==> src/rtl/uart_tx_scheduler_pkg.sv <==
// Shared types and constants for the two-lane UART transmit scheduler.
package uart_tx_scheduler_pkg;

  typedef enum logic [2:0] {
    StIdle,
    StSendTag,
    StWaitTag,
    StSendData,
    StWaitData
  } sched_state_e;

  localparam logic CH_L = 1'b0;
  localparam logic CH_R = 1'b1;

  localparam logic [7:0] TAG_L_DEFAULT = 8'h4C;
  localparam logic [7:0] TAG_R_DEFAULT = 8'h52;

endpackage

==> src/rtl/sched_byte_fifo.sv <==
// Small byte FIFO with combinational head read; a push is refused whenever full.
module sched_byte_fifo #(
  parameter int unsigned FIFO_DEPTH = 4
) (
  input  logic       clk,
  input  logic       rst,
  input  logic       push,
  input  logic [7:0] din,
  input  logic       pop,
  output logic [7:0] dout,
  output logic       full,
  output logic       empty
);

  localparam int unsigned PtrW = $clog2(FIFO_DEPTH);
  localparam int unsigned CntW = PtrW + 1;

  logic [7:0]      mem [FIFO_DEPTH];
  logic [PtrW-1:0] wr_ptr_q, rd_ptr_q;
  logic [CntW-1:0] count_q;
  logic            do_push, do_pop;

  assign full    = (count_q == CntW'(FIFO_DEPTH));
  assign empty   = (count_q == '0);
  // Fullness is judged before any same-cycle pop.
  assign do_push = push & ~full;
  assign do_pop  = pop & ~empty;
  assign dout    = mem[rd_ptr_q];

  always_ff @(posedge clk or negedge rst) begin
    if (!rst) begin
      wr_ptr_q <= '0;
      rd_ptr_q <= '0;
      count_q  <= '0;
    end else begin
      if (do_push) wr_ptr_q <= wr_ptr_q + PtrW'(1);
      if (do_pop)  rd_ptr_q <= rd_ptr_q + PtrW'(1);
      count_q <= count_q + CntW'(do_push) - CntW'(do_pop);
    end
  end

  always_ff @(posedge clk) begin
    if (do_push) mem[wr_ptr_q] <= din;
  end

endmodule

==> src/rtl/uart_tx_scheduler.sv <==
// Round-robin arbiter feeding left/right lane bytes, optionally tagged, into one UART.
module uart_tx_scheduler
  import uart_tx_scheduler_pkg::*;
#(
  parameter int unsigned FIFO_DEPTH = 4,
  parameter bit          TAG_EN     = 1'b1,
  parameter logic [7:0]  TAG_L      = TAG_L_DEFAULT,
  parameter logic [7:0]  TAG_R      = TAG_R_DEFAULT
) (
  input  logic       clk,
  input  logic       rst,
  input  logic       l_valid,
  input  logic [7:0] l_data,
  output logic       l_ready,
  input  logic       r_valid,
  input  logic [7:0] r_data,
  output logic       r_ready,
  output logic       uart_tx_start,
  output logic [7:0] uart_tx_data,
  input  logic       uart_tx_ready,
  output logic       busy
);

  sched_state_e state_q;
  logic         grant_q, last_grant_q, sel;
  logic         l_full, l_empty, r_full, r_empty, l_pop, r_pop;
  logic [7:0]   l_head, r_head, sel_head, grant_head;

  sched_byte_fifo #(.FIFO_DEPTH(FIFO_DEPTH)) u_fifo_l (
    .clk   (clk),
    .rst   (rst),
    .push  (l_valid),
    .din   (l_data),
    .pop   (l_pop),
    .dout  (l_head),
    .full  (l_full),
    .empty (l_empty)
  );

  sched_byte_fifo #(.FIFO_DEPTH(FIFO_DEPTH)) u_fifo_r (
    .clk   (clk),
    .rst   (rst),
    .push  (r_valid),
    .din   (r_data),
    .pop   (r_pop),
    .dout  (r_head),
    .full  (r_full),
    .empty (r_empty)
  );

  assign l_ready = ~l_full;
  assign r_ready = ~r_full;

  // On a tie the channel that did not win last time gets the UART.
  always_comb begin
    sel = CH_L;
    if (!l_empty && !r_empty) sel = ~last_grant_q;
    else if (l_empty)         sel = CH_R;
  end

  assign sel_head   = (sel == CH_R) ? r_head : l_head;
  assign grant_head = (grant_q == CH_R) ? r_head : l_head;

  assign uart_tx_start = (state_q == StSendTag) || (state_q == StSendData);
  assign busy          = (state_q != StIdle);
  assign l_pop         = (state_q == StSendData) && (grant_q == CH_L);
  assign r_pop         = (state_q == StSendData) && (grant_q == CH_R);

  always_ff @(posedge clk or negedge rst) begin
    if (!rst) begin
      state_q      <= StIdle;
      grant_q      <= CH_L;
      last_grant_q <= CH_R;
      uart_tx_data <= 8'h00;
    end else begin
      unique case (state_q)
        StIdle: begin
          if (uart_tx_ready && (!l_empty || !r_empty)) begin
            grant_q      <= sel;
            last_grant_q <= sel;
            if (TAG_EN) begin
              uart_tx_data <= (sel == CH_R) ? TAG_R : TAG_L;
              state_q      <= StSendTag;
            end else begin
              uart_tx_data <= sel_head;
              state_q      <= StSendData;
            end
          end
        end
        StSendTag:  state_q <= StWaitTag;
        StWaitTag: begin
          if (uart_tx_ready) begin
            uart_tx_data <= grant_head;
            state_q      <= StSendData;
          end
        end
        StSendData: state_q <= StWaitData;
        StWaitData: if (uart_tx_ready) state_q <= StIdle;
        default:    state_q <= StIdle;
      endcase
    end
  end

endmodule
==> config.mk <==
export PLATFORM = sky130hd
export DESIGN_NAME = uart_tx_scheduler
export DESIGN_NICKNAME = d
export VERILOG_FILES = /design/src/rtl/uart_tx_scheduler_pkg.sv /design/src/rtl/sched_byte_fifo.sv /design/src/rtl/uart_tx_scheduler.sv
export SDC_FILE = /design/constraint.sdc
export NUM_CORES = 1
export LEC_CHECK = 0
export ABC_AREA = 0
export BUFFER_PORTS_ARGS = -buffer_cell sky130_fd_sc_hd__buf_2
export CAP_MARGIN = 20
export CELL_PAD_IN_SITES_DETAIL_PLACEMENT = 1
export CELL_PAD_IN_SITES_GLOBAL_PLACEMENT = 1
export CORE_MARGIN = 2
export CORE_UTILIZATION = 54
export DETAILED_ROUTE_END_ITERATION = 8
export MAX_ROUTING_LAYER = met4
export PLACE_DENSITY = 0.87
export SYNTH_ARGS = -nofsm -noshare
export SYNTH_HDL_FRONTEND = slang
export SYNTH_SLANG_ARGS = --single-unit
==> constraint.sdc <==
create_clock -name clk -period 6.8 [get_ports clk]
set_input_delay 0.68 -clock clk [delete_from_list [all_inputs] [get_ports clk]]
set_output_delay 0.68 -clock clk [all_outputs]
set_load 0.01 [all_outputs]
==> impl_metrics.yaml <==
cts:
  cts_max_path_buffers: 2
  numClockSinks: 91
  path_clk_slew_ns: 0.09
  post-cts-setup-buffers: 0
  postCtsResizedCells: 0
  numCtsBuffers: 9
  cts_hold_buf: 0
  tritoncts: "done"
  clock_latency_ns: 0.35
  root_buffer: "clkbuf_8"
  h-tree-depth: 3
place:
  port_buffers: 32
  post-place-cells: 339
  routabilityCongestion: 0.845
  placed_area_um2: 4040
  post-dp-hpwl_mm: 5.30
logic_synthesis:
  netlist_area_um2: 3780
  synthArstFlopShare_pct: 29.7
  yosysUniqueCellTypes: 34
  synth-seq-area-share_pct: 68.8
  ys_ff_latch: 91
  syn_area_per_cell_um2: 17.5
  ys_warn_count: 0
  synth_edf_count: 64
  syn_inst: 216
  syn_nets: 251
  yosys_most_used_dff: "edfxtp_1"
timing:
  max_freq_mhz: 399
  setup_viol: 0
  finalMaxSlewViolations: 0
  hold_slack_ns: 0.341
  rsz0062_at_grt: "false"
  layout_min_cycle_time_ns: 2.50
  relSlewSlack_pct: 58.5
  hold_viol: 0
  fin_tns_setup_ns: 0
  finClkSkew_ns: 0.00688
  worst_slew_pin_slew_ns: 0.623
  min_period_over_period_pct: 36.8
cells_and_area:
  seqCellArea_um2: 2600
  multiInputGateArea_um2: 1100
  drive_gt1_share_pct: 29.0
  final_cell_area_um2: 4210
  areaGrowthSynthToFinish_pct: 11.5
  diodes: 0
  n_fill_cell: 626
  stdcell_count: 355
  nets: 289
setup_path:
  crit_chain: "nand3b_1, nor3b_1, ha_1, inv_1, ha_1, inv_1, fa_1, xnor2_1, xnor2_1"
  path_class: "reg -> reg"
  cp-end-kind: "register"
  worstReg2RegStart: "state_q[2]"
  cp.arrival_ns: 2.77
  reg2reg_slack_ns: 4.30
  slowest_delay_ns: 0.47
  reg2regPathDepth: 9
  worstPathMaxFanout: 7
  rr_endpoint: "u_fifo_l.count_q[2]"
  start_kind: "register"
  critPathCapture: "u_fifo_l.count_q[2]"
  required_ns: 7.07
  cp_slowest_cell: "dfrtp_1"
  setup.worst_path.start: "state_q[2]"
detailed_routing:
  drc: 0
  wl_per_cell_um: 20.2
  drt_wl_total_mm: 7.18
  antenna_left: 0
  vias: 1977
  vias_per_cell: 5.57
  drt_pre_antenna_iters: 4
  drt_iter0_drc: 119
pwr:
  power.total_mw: 1.79
  irDropWorstVdd_mv: 0.216
  powerDensity_nw_per_um2: 425
  p_leak_nw: 1.61
floorplan:
  core-area_um2: 6790
  boundaryPins: 33
  row_count: 30
  dieArea_um2: 7680
  die_w_um: 87.6
  dieHeight_um: 87.6
  start_util_pct: 55.6
global_routing:
  track_usage_pct: 22.1
  grt_max_degree: 28
  grt_pass1_vias: 2209
  grt_overflow: 0
  antenna_found_initial: 0
  grt_pass1_wl_mm: 11.7
min_path:
  hold_class: "in -> async"
run:
  drv_cap: 0
outcome:
  outcome: "finished, final reports clean"
[cell type report]
type | instances | area share [%]
flip-flops and latches | 91 | 61.7
multi-input cells | 107 | 26.2
repair buffers | 32 | 3.80
clock buffers | 10 | 3.03
well taps | 96 | 2.85
inverters | 13 | 1.22
clock inverters | 6 | 1.16
[where the power goes]
group          internal (mW)  leakage, nW  switching [mW]
Clock                  0.136       0.0795           0.192
Combinational          0.281        0.625           0.273
Sequential             0.760        0.907           0.150
Total                   1.18         1.61           0.615
[sequential cells by signal, summed over array words and instances (netlist names)]
register / flops
u_fifo_l.wr_ptr_q: 2
u_fifo_l.mem: 32
last_grant_q: 1
u_fifo_r.mem: 32
u_fifo_l.rd_ptr_q: 2
uart_tx_data: 8
u_fifo_r.count_q: 3
u_fifo_l.count_q: 3
state_q: 3
u_fifo_r.rd_ptr_q: 2
u_fifo_r.wr_ptr_q: 2
grant_q: 1
[stage by stage]
step	setup WS, ns	util, %
6_report	4.30	62.0
5_1_grt	4.06	62.0
4_1_cts	4.30	62.0
3_5_place_dp	4.30	59.4
3_3_place_gp	4.41	59.4
2_1_floorplan	4.52	-
[kinds of logic (layout without fill, tap and decap cells)]
kind of cell / Yosys count / count (layout) / share of synthesized area (%)
flops: 91 / 91 / 68.8
buf+inv: 18 / 61 / 1.92
xor+xnor: 11 / 11 / 2.55
fa+ha+maj: 14 / 14 / 5.04
simple gates: 42 / 42 / 6.46
compound gates: 16 / 16 / 3.45
mux: 24 / 24 / 11.8
[worst max-delay path: cells and delay by family (launching register included)]
kind          cells  cell delay [ns]
xor+xnor          2             0.33
fa+ha+maj         3             0.84
buf+inv           2             0.11
flops             1             0.47
simple gates      2             0.69
[worst min path at each step]
stage                          from                   end  cells past startpoint
finish                          rst  u_fifo_l.wr_ptr_q[1]                      1
detailed placement  uart_tx_data[1]       uart_tx_data[1]                      2
CTS                             rst  u_fifo_l.wr_ptr_q[1]                      1
global route                    rst  u_fifo_l.wr_ptr_q[1]                      1
floorplan                       rst               grant_q                      0
global placement    uart_tx_data[1]       uart_tx_data[1]                      2
[metal layers]
metal	part of all wire, %	track usage (%)	vias up
met3	2.9	4.52	7
met5	0	-	-
li1	-	-	889
met2	54	36.6	44
met1	42	28.1	1037
met4	1.1	5.73	0
[placed cells by master, fill, tap and decap left out, drive strengths merged, types with 2 or more instances in the layout]
cell       n
edfxtp    64
buf       32
dfrtp     26
mux4      16
inv       15
nand2     13
ha        12
clkbuf    10
xnor2      8
and3       8
o21ai      7
nor2       6
mux2i      5
o22a       5
xor2       3
mux2       3
clkinvlp   3
nor3b      3
or3        3
nand3b     2
and2       2
o22ai      2
fa         2
[synthesized netlist by cell type, drive strengths merged, types with 2 or more instances]
| cell type | number | share of area (%) |
|---|---|---|
| mux2i | 5 | 1.3 |
| o22ai | 2 | 0.33 |
| clkbuf | 3 | 0.30 |
| xnor2 | 8 | 1.9 |
| and2 | 2 | 0.33 |
| xor2 | 3 | 0.70 |
| fa | 2 | 1.1 |
| o22a | 5 | 1.2 |
| nand3b | 2 | 0.40 |
| dfrtp | 26 | 17 |
| ha | 12 | 4.0 |
| nand2 | 13 | 1.3 |
| inv | 13 | 1.4 |
| mux2 | 3 | 0.89 |
| nor3b | 3 | 0.89 |
| edfxtp | 64 | 51 |
| or3 | 3 | 0.76 |
| and3 | 8 | 1.3 |
| mux4 | 16 | 9.5 |
| o21ai | 7 | 1.0 |
| nor2 | 6 | 0.60 |
| buf | 2 | 0.27 |
(Power assumes the default switching activity.)
